--- config.mk ---
export PLATFORM = sky130hd
export DESIGN_NAME = fifo_wr_arbiter
export DESIGN_NICKNAME = d
export VERILOG_FILES = /design/src/rtl/fifo_arb_pkg.sv /design/src/rtl/fifo_wr_arbiter_rr.sv /design/src/rtl/fifo_wr_arbiter.sv
export SDC_FILE = /design/constraint.sdc
export NUM_CORES = 1
export LEC_CHECK = 0
export BUFFER_PORTS_ARGS = -buffer_cell sky130_fd_sc_hd__buf_2
export CAP_MARGIN = 20
export CORE_MARGIN = 2
export CORE_UTILIZATION = 48
export CTS_CLUSTER_DIAMETER = 200
export DETAILED_ROUTE_END_ITERATION = 16
export GPL_ROUTABILITY_DRIVEN = 0
export GPL_TIMING_DRIVEN = 1
export HOLD_SLACK_MARGIN = 0.12
export PLACE_DENSITY = 0.82
export SYNTH_ARGS = -nofsm -noshare
export SYNTH_HDL_FRONTEND = slang
export SYNTH_SLANG_ARGS = --single-unit
export TNS_END_PERCENT = 10
--- constraint.sdc ---
create_clock -name wr_clk -period 3.66 [get_ports wr_clk]
set_clock_uncertainty 0.1 [all_clocks]
set_input_delay 0.732 -clock wr_clk [delete_from_list [all_inputs] [get_ports wr_clk]]
set_output_delay 0.732 -clock wr_clk [all_outputs]
set_load 0.01 [all_outputs]
--- src/rtl/fifo_arb_pkg.sv ---
// Shared types and helpers for the FIFO write-port arbiter and its
// round-robin picker.
package fifo_arb_pkg;

  // Arbiter FSM: waiting for a requester, or one requester owns the port.
  typedef enum logic {
    IDLE  = 1'b0,
    BURST = 1'b1
  } arb_state_e;

  // The picker is written once for the largest supported requester count.
  localparam int MAX_NREQ = 8;
  localparam int IDX_W    = 3;

  typedef struct packed {
    logic             found;
    logic [IDX_W-1:0] idx;
  } rr_pick_t;

  // Width of a counter that must hold the values 0..max_val.
  function automatic int cnt_width(input int max_val);
    return $clog2(max_val + 1);
  endfunction

  // First set bit of valid, searching ptr+1, ptr+2, ... modulo nreq.
  function automatic rr_pick_t rr_pick(input logic [MAX_NREQ-1:0] valid,
                                       input logic [IDX_W-1:0]    ptr,
                                       input int                  nreq);
    rr_pick_t res;
    int       idx;
    res = '0;
    for (int k = 1; k <= MAX_NREQ; k++) begin
      idx = (int'(ptr) + k) % nreq;
      if (k <= nreq && !res.found && valid[idx[IDX_W-1:0]]) begin
        res.found = 1'b1;
        res.idx   = IDX_W'(idx);
      end
    end
    return res;
  endfunction

endpackage

--- src/rtl/fifo_wr_arbiter_rr.sv ---
// Combinational round-robin picker: the requester after ptr_i with valid set.
module rr_arbiter
  import fifo_arb_pkg::*;
#(
  parameter  int NREQ  = 4,
  localparam int SEL_W = $clog2(NREQ)
) (
  input  logic [NREQ-1:0]  valid_i,
  input  logic [SEL_W-1:0] ptr_i,
  output logic [SEL_W-1:0] sel_o,
  output logic             found_o
);

  rr_pick_t pick;

  // Widen to the picker's fixed size and narrow the chosen index back.
  always_comb begin
    pick    = rr_pick(MAX_NREQ'(valid_i), IDX_W'(ptr_i), NREQ);
    sel_o   = pick.idx[SEL_W-1:0];
    found_o = pick.found;
  end

endmodule

--- src/rtl/fifo_wr_arbiter.sv ---
// Round-robin arbiter sharing the FIFO write port between NREQ requesters.
// A grant lasts one burst, ended by last, BURST_MAX words or an idle timeout.
//
// Handshake: a requester word moves when req_valid[i] & req_ready[i] are both
// high at a wr_clk edge; that same cycle wr_en is high and din carries it.
// ready only goes high for the owner, and drops combinationally with full or
// wr_rst_busy, so the FIFO never sees a write it cannot take.
module fifo_wr_arbiter
  import fifo_arb_pkg::*;
#(
  parameter int DW        = 8,
  parameter int NREQ      = 4,
  parameter int BURST_MAX = 16,
  parameter int TIMEOUT   = 8
) (
  input  logic               wr_clk,
  input  logic               rst,
  input  logic [NREQ-1:0]    req_valid,
  input  logic [NREQ-1:0]    req_last,
  input  logic [NREQ*DW-1:0] req_data,
  output logic [NREQ-1:0]    req_ready,
  input  logic               full,
  input  logic               wr_rst_busy,
  output logic               wr_en,
  output logic [DW-1:0]      din,
  output logic [NREQ-1:0]    grant,
  output logic               busy
);

  localparam int OWN_W  = $clog2(NREQ);
  localparam int WCNT_W = cnt_width(BURST_MAX);
  localparam int TCNT_W = cnt_width(TIMEOUT);

  arb_state_e        state_q;
  logic [NREQ-1:0]   grant_q;
  logic [OWN_W-1:0]  own_q;
  logic [OWN_W-1:0]  ptr_q;
  logic [WCNT_W-1:0] word_cnt_q;
  logic [TCNT_W-1:0] to_cnt_q;

  logic             in_burst;
  logic             stall;
  logic             own_valid;
  logic             own_last;
  logic             xfer;
  logic             release_burst;
  logic [OWN_W-1:0] sel;
  logic             found;

  rr_arbiter #(.NREQ(NREQ)) u_rr (
    .valid_i (req_valid),
    .ptr_i   (ptr_q),
    .sel_o   (sel),
    .found_o (found)
  );

  // Owner's handshake and the three ways a burst can end.
  always_comb begin
    in_burst      = (state_q == BURST);
    stall         = full | wr_rst_busy;
    own_valid     = req_valid[own_q];
    own_last      = req_last[own_q];
    xfer          = in_burst & own_valid & ~stall;
    release_burst = in_burst &
                    ((xfer & (own_last | (word_cnt_q == WCNT_W'(BURST_MAX - 1)))) |
                     (~own_valid & (to_cnt_q == TCNT_W'(TIMEOUT - 1))));
  end

  // FIFO-facing outputs; grant_q is one-hot of own_q, so it doubles as the ready mask.
  always_comb begin
    wr_en     = xfer;
    req_ready = (in_burst && !stall) ? grant_q : '0;
    din       = in_burst ? req_data[own_q*DW +: DW] : '0;
    grant     = grant_q;
    busy      = in_burst;
  end

  // Arbiter FSM with grant, owner, counters and round-robin pointer.
  always_ff @(posedge wr_clk) begin
    if (rst) begin
      state_q    <= IDLE;
      grant_q    <= '0;
      own_q      <= '0;
      ptr_q      <= OWN_W'(NREQ - 1);
      word_cnt_q <= '0;
      to_cnt_q   <= '0;
    end else begin
      case (state_q)
        IDLE: begin
          if (!wr_rst_busy && found) begin
            state_q    <= BURST;
            grant_q    <= NREQ'(1) << sel;
            own_q      <= sel;
            word_cnt_q <= '0;
            to_cnt_q   <= '0;
          end
        end
        BURST: begin
          if (release_burst) begin
            state_q <= IDLE;
            grant_q <= '0;
            ptr_q   <= own_q;
          end else if (xfer) begin
            word_cnt_q <= word_cnt_q + WCNT_W'(1);
            to_cnt_q   <= '0;
          end else if (!own_valid) begin
            // Only a silent owner counts toward the timeout; stalls hold it.
            to_cnt_q <= to_cnt_q + TCNT_W'(1);
          end
        end
        default: begin
          state_q <= IDLE;
          grant_q <= '0;
        end
      endcase
    end
  end

endmodule

# Yosys cells after proc, flatten, opt, wreduce, memory -nomap -nowiden
# Index checks and enable logic that the tools add are counted.
# W data, S select, Z words.
classes:
  reduce_logical: 19
  n_shift: 2
  n_mux: 33
  n_lt_le_gt_ge: 5
  n_bitwise: 15
  n_addsub: 6
  n_eq_ne: 7
op_table:
  columns: ["operator", "count"]
  rows:
  - ["$mux W4", 11]
  - ["$shiftx A32 B6 Y8", 1]
  - ["$lt A3 B4 Y1 const B", 4]
  - ["$pmux W4 S2", 2]
  - ["$mux W5", 3]
  - ["$bmux W1 S3", 4]
  - ["$pmux W5 S2", 1]
  - ["$mux W1", 8]
  - ["$mux W8", 1]
  - ["$reduce_or A2 Y1", 4]
  - ["$ne A2 B2 Y1 const B", 3]
  - ["$reduce_and A2 Y1", 3]
  - ["$reduce_and A3 Y1", 2]
  - ["$add A5 B1 Y5 const B", 1]
  - ["$and A1 B1 Y1", 5]
  - ["$eq A5 B4 Y1 const B", 1]
  - ["$logic_and A1 B1 Y1", 5]
  - ["$logic_not A1 Y1", 5]
  - ["$add A2 B1 Y2 const B", 2]
  - ["$add A2 B2 Y2 const B", 2]
  - ["$add A4 B1 Y4 const B", 1]
  - ["$and A1 B1 Y1 const A", 4]
  - ["$bmux W1 S2", 2]
  - ["$eq A4 B3 Y1 const B", 1]
  - ["other kinds (7)", 11]
word_totals:
  register_bits: 18
  wordCells: 93

# Depth between registers and ports, before layout
# Gate-level depths: netlist of the first run.
logic_depth:
  ltp_word: 18
  depth_mapped: 7
  mapped_depth_nobuf: 7

# Cells and area by module
# A second synthesis of the first run with hierarchy kept.
unflattened:
  cells_unflattened: 143
  hier_area_um2: 1312.5
modules_own_cells:
  columns: ["mod", "area_each_um2", "instances", "cells_each"]
  rows:
  - ["fifo_wr_arbiter", 1233.7, 1, 129]
  - ["rr_arbiter", 78.8, 1, 14]

# Worst setup path after synthesis of the first run
# Ideal clock, no wire load.
synth_path:
  path_type: "input-to-output"
  start: "input req_valid[3]"
  end: "output wr_en"
  setup_slack_ns: 1.331
  stages: 3
  arrival_ns: 1.497
  cell_sequence: "mux4_2 nand2_4 inv_1"
synth_between:
  elab_chain_len: 4
synth_lines:
  columns: ["element", "line_no", "source"]
  rows:
  - ["start, declared", "fifo_wr_arbiter.sv:18", "input logic [NREQ-1:0] req_valid,"]
  - ["$bmux W1 S2", "fifo_wr_arbiter.sv:61", "own_valid = req_valid[own_q];"]
  - ["$mux W1 (implied by the code)", "fifo_wr_arbiter.sv:61", null]
  - ["$and A1 B1 Y1 (2 in a row)", "fifo_wr_arbiter.sv:63", "xfer = in_burst & own_valid & ~stall;"]
  - ["end, declared", "fifo_wr_arbiter.sv:24", "output logic wr_en,"]
# Every way passes these cells. The select of a mux whose other input is x is not followed.

# Worst setup path in the final report of the first run
layout_path:
  start: "register own_q[0]"
  end: "output wr_en"
layout_between:
  elab_chain_len: 4
layout_lines:
  columns: ["element", "line_no", "source"]
  rows:
  - ["start, declared", "fifo_wr_arbiter.sv:36", "logic [OWN_W-1:0] own_q;"]
  - ["start signal, assigned", "fifo_wr_arbiter.sv:93", "own_q <= sel;"]
  - ["$bmux W1 S2", "fifo_wr_arbiter.sv:61", null]
  - ["$mux W1 (implied by the code)", "fifo_wr_arbiter.sv:61", null]
  - ["$and A1 B1 Y1 (2 in a row)", "fifo_wr_arbiter.sv:63", null]
# Every way passes these cells. The select of a mux whose other input is x is not followed.

==> results of run 1 <==
-- cell families (layout without fill, tap and decap cells) --
group,count (synthesis),in the layout,share of synthesized area
mux,15,15,0.187
simple gates,63,63,0.272
compound gates,40,40,0.202
buf+inv,13,73,0.0591
fa+ha+maj,3,3,0.0265
flops,18,18,0.254
-- area by class of cell --
class | count | area share
well taps | 31 | 0.0221
clock buffers | 4 | 0.0207
repair buffers | 63 | 0.183
flip-flops and latches | 18 | 0.206
inverters | 6 | 0.0128
multi-input cells | 121 | 0.556
-- worst register-to-register path: stages (launching register included) --
cell     delay, ps
dfxtp_1        350
ha_1           230
and3_1         190
ha_1           180
or2_2          290
o22a_1         290
or4_1          520
a31oi_1        180
-- worst paths after layout --
check / startpoint / endpoint / slack [ps]
setup / recovery: own_q[0] / wr_en / 910
hold / removal: to_cnt_q[1] / to_cnt_q[1] / 400
setup reg to reg: word_cnt_q[0] / word_cnt_q[3] / 1260
hold reg to reg: to_cnt_q[1] / to_cnt_q[1] / 400
-- layer usage --
layer  vias to the layer above  wire length [um]  GRT usage
met2                        66              1460      0.316
met4                         0                13     0.0365
met1                       638              1320      0.219
met5                         -                 0          0
met3                         2               364     0.0615
li1                        706                 -          -
-- power groups by stage --
stage	Clock, mW	Combinational (mW)	Sequential (mW)
detailed placement	0	0.132	0.215
global route	0.133	0.145	0.212
global placement	0	0.131	0.215
finish	0.118	0.131	0.211
floorplan	0	0.0889	0.213
CTS	0.125	0.132	0.211
-- flip-flops by register name, summed over array words and instances, names as in the netlist --
name        cells
word_cnt_q      5
grant           4
to_cnt_q        4
own_q           2
ptr_q           2
busy            1
-- layout by cell type (no fill, tap or decap), drive strengths merged, types with 4 or more instances in the layout --
cell,count
a31oi,5
nand3b,6
o21ai,5
mux2i,4
dfxtp,18
mux4,9
buf,63
and2,13
nand2b,7
a21oi,7
nand2,8
nor2,8
clkbuf,4
inv,6
-- stage by stage --
stage                     cells  total power [mW]  utilization
after floorplan             152             0.302            -
after global placement      239             0.346        0.617
after detailed placement    239             0.347        0.617
after CTS                   243             0.468        0.630
after global routing        243             0.490        0.630
final                       243             0.460        0.630
==> impl.org, run 1 <==
** Power
- Net Switching :: 0.129 mW
- Leakage dissipation :: 0.765 nW
- The worst-case IR drop observed on VDD is 300 uV.
- Internal power :: 0.331 mW
- In this run the power density over the cells is 263 mW/mm2.
- Sequential share of power :: 0.457
- Clock network fraction of design power :: 0.257
- The share of total power dissipated in combinational logic is 0.285.
- Switching portion of total power :: 0.281

** Synthesis
- Each instance of the synthesized netlist takes up on average 9.33 um2.
- Area share of the leading cell type in the synthesized netlist :: 0.254
- The most common cell in the synthesized netlist is dfxtp_1.
- After technology mapping, the gate count stands at 152.
- Number of warnings issued by yosys :: 0
- Sequential fraction of the synthesis area :: 0.254
- After synthesis, the most frequently instantiated cells are 18 x dfxtp_1, 13 x and2_1, 9 x mux4_2, 8 x nor2_1.
- Syn nets :: 199
- In the synthesized netlist the async set-or-reset flop fraction comes to 0.
- Total of flip-flops plus latches after synthesis :: 18
- The biggest area contributor in the post-synthesis netlist is dfxtp_1.
- The synthesized netlist occupies a cell area of 0.00142 mm2.
- Cells taking the most area after synthesis :: dfxtp_1 25%, mux4_2 14%, and2_1 5.7%
- Number of synthesized flops with an enable pin :: 0
- In the synthesized netlist the dominant register cell turns out to be dfxtp_1.
- The netlist uses 45 different library cells.

** Route
- Across all layers, the routed design uses 1412 vias.
- For this block, the routed nets add up to 3150 um of wire.
- Number of optimization iterations in the first detailed-route pass :: 4
- Avg Vias per Cell :: 5.81
- For this block, the initial DRC count from the detailed router was 33.
- DRC :: 0
- The count of nets left with antenna violations once routing finished came out at 0.
- Average routed wire per standard cell :: 13.0 um

** Place
- Summing all placed instances gives a cell area of 0.00172 mm2.
- OpenSTA, run right after detailed placement, puts the worst setup slack at 1010 ps.
- Once detailed placement completed, the half-perimeter wirelength came to 2490 um.
- During placement, the flow inserted port buffers numbering 61.

** Setup path
- For the worst flop-to-flop path, the logic depth is 7.
- Worst path cell trace :: mux4_2, nand2_4, inv_1, buf_2
- Critical path class :: flop to primary output
- STA puts the critical path data required time at 2830 ps.
- Data on the critical path arrives at its endpoint at 1920 ps.
- STA classifies the critical path endpoint as a primary output.
- Together, buffers and inverters on the worst path number 2.
- CP top delay family :: multiplexers
- STA classifies the critical path startpoint as a flop.
- The largest individual stage delay along the critical path comes from the cell mux4_2.
- In this design, the stage delay of the slowest critical-path cell is 660 ps.
- Logic depth of the worst path, buffers included :: 4
- Along the worst path, the maximum fanout reaches 9.

** Timing
- Highest clock rate :: 364 MHz
- Final worst-path setup slack :: 912 ps
- Post-route fraction of the period consumed by the critical path :: 0.751
- Final sum of negative setup slack :: 0 ps
- The final number of max-transition violations was 0.
- Setup repair after global routing left no endpoint under its margin.
- Number of endpoints failing setup at the final stage :: 0
- Crit path time final :: 2750 ps
- Pin slew with the least headroom to its limit :: 548 ps
- Worst relative slew slack :: 0.633
- The final hold violation count came to 0.
- Minimum hold slack :: 403 ps

** Global routing
- The total overflow left after global routing is 0.
- Via count of the first global-routing pass :: 1165
- Across every metal layer, demand over resource in global routing totals 0.182.
- Entering global routing, the biggest net connects 24 pins.
- The number of antenna violations at the first check in global routing is 0.
- Wire length of the first global-routing pass :: 4920 um

** Worst hold path
- In this run the worst hold path is classified as flop to flop.
- The worst hold path was traced through 2 stages.

** Floorplan
- Overall die height :: 58.4 um
- Area of the die :: 0.00341 mm2
- Placeable Area :: 0.00278 mm2
- Starting Density :: 0.510
- The floorplan step set the die width to 58.4 um.
- In this run the count of I/O pins placed on the die edge is 62.
- Number of rows created at floorplan :: 19

** Clock tree
- The clock passes through at most 2 buffers.
- Root Driver :: clkbuf_4
- Clock latency on the worst-skew pair, taken at its later pin, is 290 ps.
- The number of setup buffers added after CTS is 0.
- Clock edge transition at the registers on the reported setup and hold paths :: 100 ps
- CTS built an H-tree with a depth of 1.
- Number of buffers inserted by hold repair at cts :: 0
- Clock tree from TritonCTS :: built
- Gates resized during post-CTS repair numbered 0.
- Clock tree synthesis found a total of 18 sinks.
- The number of clock buffers added by TritonCTS is 3.

** Cells and area
- In the final layout, the multi-input gates occupy 975 um2.
- The finished cells cover 0.00175 mm2.
- The final layout contains 260 nets.
- Sequential cell area :: 360 um2
- The layout has 241 filler cells.
- Layout cells sized above 1 :: 0.410
- Number of antenna cells inserted :: 0
- From synthesis to final layout, the design area changed by 23.5%.

** Status
- Status :: finished clean

** Flow run
- Across the run, the number of max-cap violations was 0.
Power figures use the tool's default switching activity.
==> run 2, diff against run 1 <==
--- a/config.mk
+++ b/config.mk
@@ -5,16 +5,17 @@
 export SDC_FILE = /design/constraint.sdc
 export NUM_CORES = 1
 export LEC_CHECK = 0
+export ABC_AREA = 1
 export BUFFER_PORTS_ARGS = -buffer_cell sky130_fd_sc_hd__buf_2
 export CAP_MARGIN = 20
 export CORE_MARGIN = 2
-export CORE_UTILIZATION = 48
+export CORE_UTILIZATION = 44
 export CTS_CLUSTER_DIAMETER = 200
 export DETAILED_ROUTE_END_ITERATION = 16
 export GPL_ROUTABILITY_DRIVEN = 0
 export GPL_TIMING_DRIVEN = 1
 export HOLD_SLACK_MARGIN = 0.12
-export PLACE_DENSITY = 0.82
+export PLACE_DENSITY = 0.78
 export SYNTH_ARGS = -nofsm -noshare
 export SYNTH_HDL_FRONTEND = slang
 export SYNTH_SLANG_ARGS = --single-unit
==> constraint.sdc (replaced) <==
create_clock -name wr_clk -period 2.3 [get_ports wr_clk]
set_clock_uncertainty 0.1 [all_clocks]
set_input_delay 0.46 -clock wr_clk [delete_from_list [all_inputs] [get_ports wr_clk]]
set_output_delay 0.46 -clock wr_clk [all_outputs]
set_load 0.01 [all_outputs]
==> run 2 against run 1 <==
Clock power grew 70%. Final cell count up 56%. Via count up 28%. Flip-flop and latch count is the same. Critical path type unchanged. Largest cell class unchanged. Largest power group unchanged.
==> impl.org, run 2 <==
** Synthesis
- In the post-synthesis netlist, the biggest area contributors are dfxtp_1 24%, nand2_1 16%, nor2_1 13%.
- The number of flip-flops and latches in the synthesized netlist came to 18 (unchanged).
- The net count after synthesis is 316 (+59%).
- Syn Inst Count :: 269 (+77%)
- The cell area after synthesis is 0.00152 mm2 (+7.4%).
- Cell variety after synth :: 29 (-36%)
- Sequential fraction of the synthesis area :: 0.236 (-0.0175)
- dfxtp_1 takes more of the synthesized area than any other cell.
- Number of warnings issued by yosys :: 0 (unchanged)
- The area share of the largest cell type after synthesis was 0.236 (-0.0175).
- Sorting the synthesized cells by how often they occur yields 65 x nand2_1, 52 x nor2_1, 26 x inv_1, 26 x nand3_1, 20 x a21oi_1.
- Proportion of register bits with asynchronous set or reset after synthesis :: 0 (unchanged)
- The average cell area after synthesis was 5.67 um2 (-39%).
- Top_reg_cell synth :: dfxtp_1
- The number of enable flip-flop cells after synthesis came to 0 (unchanged).
- Among all cell types in the netlist, the one instantiated most often is nand2_1.

** Setup path
- Worst path cell trace :: nand2_1, buf_4, nor2_1, buf_2
- Depth of the worst register-to-register path :: 12 (+5)
- The worst stage delay on the critical path came to 620 ps (-40 ps).
- Critical path class :: flop to primary output
- Startpoint kind of the worst setup timing path :: flop
- The maximum fanout count along the critical path is 11 (+2).
- Setup crit end kind :: primary output
- Worst setup startpoint :: busy
- The required time of the worst setup path is 1740 ps (-1090 ps).
- The worst register-to-register path begins at ptr_q[0].
- CP max-delay cell :: dfxtp_1
- The critical path arrival was 1550 ps (-370 ps).

** Timing
- The final hold violation count is 0 (unchanged).
- Minimum hold slack :: 380 ps (-23.5 ps)
- The smallest clock period supported by the final layout is computed as 2110 ps.
- Pin slew with the least headroom to its limit :: 466 ps (-81.7 ps)
- The setup TNS was 0 ps (unchanged).
- Max-slew violation count :: 0 (unchanged)
- Dividing the final minimum period by the clock period gives 0.918.
- The slack of the critical path is 188 ps (-724 ps).
- Highest clock rate :: 474 MHz
- Number of endpoints failing setup at the final stage :: 0 (unchanged)
- Setup repair after global routing left no endpoint under its margin.
- Worst relative slew slack :: 0.689 (+0.0557)

** Cells and area
- The final design utilization is 0.580 (-0.0506).
- From synthesis to final layout, the design area changed by 26.9%.
- Largest register FFs :: 5 (unchanged)
- Most used cells in the layout excluding fill and tap cells :: 65 x nand2_1, 61 x buf_2, 52 x nor2_1
- word_cnt_q holds more flip-flops than any other register.
- The number of nets in the layout is 380 (+46%).
- The final cell count without fillers came to 378 (+56%).
- The library cell used most frequently in the layout, excluding fill and tap cells, is nand2_1.
- Number of antenna cells inserted :: 0 (unchanged)
- Layout cells sized above 1 :: 0.292 (-0.118)

** Clock tree
- The clock-pin slew on the worst setup and hold paths was 110 ps (about the same).
- Worst-Skew Late Latency :: 300 ps (about the same)
- Total CTS buffers :: 3 (unchanged)
- TritonCTS built the clock tree.
- In this run the clock root is driven by a clkbuf_4.
- The worst-case clock buffer depth was 2 (unchanged).
- The number of H-tree levels came to 1 (unchanged).
- The CTS sink count came to 18 (unchanged).

** Power
- The cell-internal power was 0.533 mW (+61%).
- Peak supply drop :: 228 uV (-24%)
- The proportion of power drawn by combinational gates came to 0.316 (+0.031).
- Leakage dissipation :: 1.01 nW (+32%)
- The proportion of power drawn by the clock network came to 0.250 (-0.007).
- Switching portion of total power :: 0.335 (+0.0542)
- The relative contribution of sequential cells to total power is 0.434 (-0.023).
- Areal power density over the cells :: 415 mW/mm2 (+58%)
- The net load switching power is 0.269 mW (+110%).

** Floorplan
- The row count came to 21 (+2).
- Overall die height :: 62.9 um (+7.7%)
- The boundary pin count came to 62 (unchanged).
- Width of the chip :: 62.9 um (+7.7%)
- The core outline area is 0.00334 mm2 (+20%).
- Starting Density :: 0.457 (-0.0534)
- Area of the die :: 0.00395 mm2 (+16%)

** Place
- DP Wirelength :: 3070 um (+23%)
- The post-placement setup slack was 207 ps (-804 ps).
- Instance count after placement with tap cells included :: 371 (+55%)
- # port buffers :: 61 (unchanged)

** Global routing
- The via count of the first global-routing pass came to 1571 (+35%).
- Global-route usage over all layers :: 0.207 (+0.0249)
- Largest net degree at the start of global routing :: 20 (-17%)
- Wire length of the first global-routing pass :: 6760 um (+37%)
- Remaining Overflow, GRT :: 0 (unchanged)
- The number of antenna violations at the first check in global routing was 0 (unchanged).

** Route
- Post-route antenna net violation count :: 0 (unchanged)
- First DRT Iteration DRCs :: 72 (+120%)
- Detailed Route WL :: 3910 um (+24%)
- The total length of routed met3 wires came to 124 um (-66%).
- Average routed wire per standard cell :: 10.3 um (-20%)
- DR top layer :: met4
- The via total after detailed routing was 1808 (+28%).
- Detailed-routing wirelength on met1 :: 1810 um (+38%)
- Number of optimization iterations in the first detailed-route pass :: 4 (unchanged)
- The per-cell via count in the routed design was 4.78 (-18%).
- The number of DRC violations after detailed routing was 0 (unchanged).
- Met2 Wirelength :: 1930 um (+32%)

** Worst hold path
- WHS Path Cells :: 2 (unchanged)
- Hold crit path type :: input pin to flop
- Startpoint of the lowest-slack hold path :: rst

** Flow run
- Number of maximum-capacitance violations :: 0 (unchanged)

** Status
- The run finished with clean final reports.
## run 2: final cells by class
class / count / area [um2]
Timing Repair Buffer: 70 / 373
Fill cell: 369 / 1400
Tap cell: 46 / 57.6
Clock buffer: 4 / 36.3
Inverter: 32 / 126
Multi-Input combinational cell: 208 / 980
Sequential cell: 18 / 362
## run 2: timing repair
item | in CTS | in global routing
gates resized for setup | 0 | 2
setup endpoints to repair | 0 | 2
buffers inserted | 0 | 3
hold buffers | 0 | 0
hold endpoints to repair | 0 | 0
## run 2: layer usage
metal,GRT usage,up-vias
met5,0,-
met4,0.0389,0
met3,0.0450,6
met2,0.362,30
met1,0.262,791
li1,-,981
## run 2: path summary, 6_finish.rpt
check,end,slack [ps]
worst min register to register,word_cnt_q[1],390
worst max-delay path,req_ready[1],190
worst max register to register,word_cnt_q[2],230
worst min-delay path,word_cnt_q[4],380
## run 2: critical path, delay by kind of cell (launching register included)
| family | cells | cell delay, ps |
|---|---|---|
| buf+inv | 2 | 340 |
| flops | 1 | 620 |
| simple gates | 2 | 300 |
## run 2: through the flow
step                area, um2  power (mW)
floorplan                1520       0.519
global placement         1870       0.598
detailed placement       1870       0.601
CTS                      1910       0.800
global route             1930       0.862
finish                   1930       0.803
## run 2: cells by family (layout without fill, tap and decap cells)
logic type / count (synthesis) / count (layout) / share of synthesized area
compound gates: 43 / 43 / 0.152
flops: 18 / 18 / 0.236
fa+ha+maj: 3 / 3 / 0.0246
xor+xnor: 1 / 1 / 0.00575
simple gates: 161 / 161 / 0.461
buf+inv: 43 / 106 / 0.121
## run 2: power groups by stage
| stage | clock network, mW | registers, mW | logic [mW] |
|---|---|---|---|
| after detailed placement | 0 | 0.355 | 0.246 |
| after floorplan | 0 | 0.349 | 0.171 |
| after CTS | 0.205 | 0.348 | 0.247 |
| after global routing | 0.218 | 0.351 | 0.293 |
| final | 0.201 | 0.349 | 0.253 |
| after global placement | 0 | 0.354 | 0.244 |
==> run 3, diff against run 2 <==
--- a/config.mk
+++ b/config.mk
@@ -6,6 +6,7 @@
 export NUM_CORES = 1
 export LEC_CHECK = 0
 export ABC_AREA = 1
+export ABC_CLOCK_PERIOD_IN_PS = 2300
 export BUFFER_PORTS_ARGS = -buffer_cell sky130_fd_sc_hd__buf_2
 export CAP_MARGIN = 20
 export CORE_MARGIN = 2
@@ -15,7 +16,8 @@
 export GPL_ROUTABILITY_DRIVEN = 0
 export GPL_TIMING_DRIVEN = 1
 export HOLD_SLACK_MARGIN = 0.12
-export PLACE_DENSITY = 0.78
+export PLACE_DENSITY = 0.88
+export SLEW_MARGIN = 20
 export SYNTH_ARGS = -nofsm -noshare
 export SYNTH_HDL_FRONTEND = slang
 export SYNTH_SLANG_ARGS = --single-unit
==> run 3 against run 2 <==
Non-clock buffer count is 5 lower. Total power shrank 0.71%. Die area stayed put. Fmax hardly changed. Final cell count decreased by 1.3%. Sequential share of layout area grew 0.41 points. Clock power about the same. Critical path depth is 2 higher.
==> impl.org, run 3 (synthesized netlist as in run 2, its figures left out) <==
** Status
- The run finished with clean final reports.

** Cells and area
- Largest register FFs :: 5 (unchanged)
- Net count reported at finish :: 375 (-1.3%)
- Layout overhead on the synthesized area :: 24.2%
- Number of filler instances in the final layout :: 351 (-4.9%)
- Layout cells sized above 1 :: 0.278 (-0.0139)
- Counting flops per register, the top entry is word_cnt_q.
- Leading cell type in the layout, fill and taps excluded :: nand2_1
- Area of the multi-input gates :: 980 um2 (unchanged)
- The register area is 362 um2 (unchanged).
- The top cell types in the final layout, fill and taps aside, are 65 x nand2_1, 61 x buf_2, 52 x nor2_1.
- The antenna cell count is 0 (unchanged).

** Setup path
- Reg-to-reg endpoint :: word_cnt_q[3]
- The setup slack of the most critical reg-to-reg path is 230 ps (about the same).
- Depth of the worst register-to-register path :: 12 (unchanged)
- Signal arrival time at the worst endpoint :: 1550 ps (about the same)
- Critical path class :: flop to primary output
- Critical path peak fanout :: 21 (+10)
- In this run the critical register-to-register path is launched from ptr_q[1].
- STA classifies the critical path endpoint as a primary output.
- Startpoint kind of the worst setup timing path :: flop
- The required time of the worst setup path is 1740 ps (about the same).

** Route
- Number of optimization iterations in the first detailed-route pass :: 4 (unchanged)
- The per-cell via count in the routed design came to 4.98 (+4.2%).
- Detailed Route WL :: 3980 um (+2.0%)
- Average routed wire per standard cell :: 10.7 um (+3.4%)
- Routed via count :: 1859 (+2.8%)
- The count of routing violations after the opening detailed-route iteration came to 132 (+83%).
- The number of routed nets with antenna violations was 0 (unchanged).
- DRC :: 0 (unchanged)

** Worst hold path
- Hold crit path type :: input pin to flop
- Startpoint of the lowest-slack hold path :: rst
- For hold timing, the worst endpoint is to_cnt_q[3].
- WHS Path Cells :: 2 (unchanged)

** Floorplan
- Count of boundary I/O pins :: 62 (unchanged)
- Starting Density :: 0.457 (unchanged)
- The core outline area is 0.00334 mm2 (unchanged).
- The area enclosed by the die boundary is 0.00395 mm2 (unchanged).
- The row count came to 21 (unchanged).
- The horizontal die dimension is 62.9 um (unchanged).
- The height of the chip was 62.9 um (unchanged).

** Timing
- The final number of max-transition violations was 0 (unchanged).
- The achievable clock frequency came to 473 MHz (about the same).
- The setup-violating endpoint count in the final report came to 0 (unchanged).
- Setup repair after global routing left no endpoint under its margin.
- The slew of the pin with the lowest slew margin is 469 ps (+2.66 ps).
- The final hold violation count came to 0 (unchanged).
- Final sum of negative setup slack :: 0 ps (unchanged)
- The worst slack on hold paths was 382 ps (+2.32 ps).
- The tightest slew margin relative to the limit is 0.687 (-0.00169).
- Crit path time final :: 2110 ps (+0.797 ps)
- Post-route fraction of the period consumed by the critical path :: 0.918 (about the same)

** Global routing
- The largest net degree at the start of global routing was 22 (+10%).
- Global-route usage over all layers :: 0.206 (-0.00120)
- Wire length of the first global-routing pass :: 6810 um (+0.81%)
- The via count of the first global-routing pass was 1666 (+6.0%).
- The residual overflow from global routing came to 0 (unchanged).
- Number of antenna violations at the first check in global routing :: 0 (unchanged)

** Clock tree
- The number of H-tree levels was 1 (unchanged).
- The root buffer cell chosen for the clock tree is clkbuf_4.
- The total clock buffers created by CTS is 3 (unchanged).
- Clock edge transition at the registers on the reported setup and hold paths :: 110 ps (about the same)
- Clock tree from TritonCTS :: built
- Max clock buf depth :: 2 (unchanged)
- # clock sinks :: 18 (unchanged)
- The post-CTS setup buffer count is 0 (unchanged).
- The clock latency on the worst-skew pair was 300 ps (about the same).

** Power
- Leakage dissipation :: 0.995 nW (-1.8%)
- Peak supply drop :: 314 uV (+38%)
- Areal power density over the cells :: 421 mW/mm2 (+1.5%)

** Place
- DP Wirelength :: 3120 um (+1.8%)
- The number of port buffers came to 61 (unchanged).

** Flow run
- The max capacitance violation total is 0 (unchanged).
## run 3: cell count changes in the layout (fill, tap and decap cells not counted), sizes merged
| cell | previous run | this run |
|---|---|---|
| buf | 70 | 65 |
| clkinvlp | 1 | 0 |
| inv | 31 | 32 |
## run 3: worst max-delay path: stages (launching register included)
cell	delay, ps
dfxtp_1	340
inv_2	240
nand2_1	90
nand3_1	120
nand2_1	100
nor2_2	190
buf_2	170
## run 3: repair_timing
item,in CTS,in global routing
hold buffers,0,0
setup endpoints to repair,0,5
gates resized for setup,0,1
## run 3: area by class of cell
type | instances | share of cell area
flip-flops and latches | 18 | 0.191
clock buffers | 4 | 0.0192
inverters | 32 | 0.0648
well taps | 46 | 0.0304
repair buffers | 65 | 0.177
multi-input cells | 208 | 0.518
## run 3: where the power goes
group | internal (mW) | switching [mW] | total (mW)
clock network | 0.0966 | 0.103 | 0.200
registers | 0.329 | 0.0143 | 0.343
logic | 0.102 | 0.152 | 0.254
total | 0.528 | 0.269 | 0.797
## run 3: worst max path at each step
stage | start | endpoint | slack, ps | depth (start not counted)
after floorplan | own_q[0] | din[6] | 490 | 6
after global placement | wr_rst_busy | word_cnt_q[0] | 270 | 9
after detailed placement | req_valid[3] | word_cnt_q[4] | 210 | 13
after CTS | own_q[0] | wr_en | 180 | 6
after global routing | ptr_q[1] | word_cnt_q[3] | 30 | 12
final | own_q[0] | wr_en | 190 | 6
## run 3: per-layer routing
layer	up-vias	wire, um	track usage
met5	-	0	0
met4	0	49	0.0583
met3	6	206	0.0324
met2	47	1990	0.358
met1	836	1740	0.262
li1	970	-	-
## run 3: per-stage QoR
stage | total power [mW] | utilization | setup slack (ps) | area (um2) | cells
CTS | 0.801 | 0.567 | 184 | 1890 | 373
finish | 0.797 | 0.567 | 187 | 1890 | 373
global route | 0.852 | 0.567 | 31.5 | 1890 | 373
detailed placement | 0.603 | 0.556 | 213 | 1860 | 369
floorplan | 0.519 | - | 492 | 1520 | 269
global placement | 0.596 | 0.556 | 268 | 1860 | 369
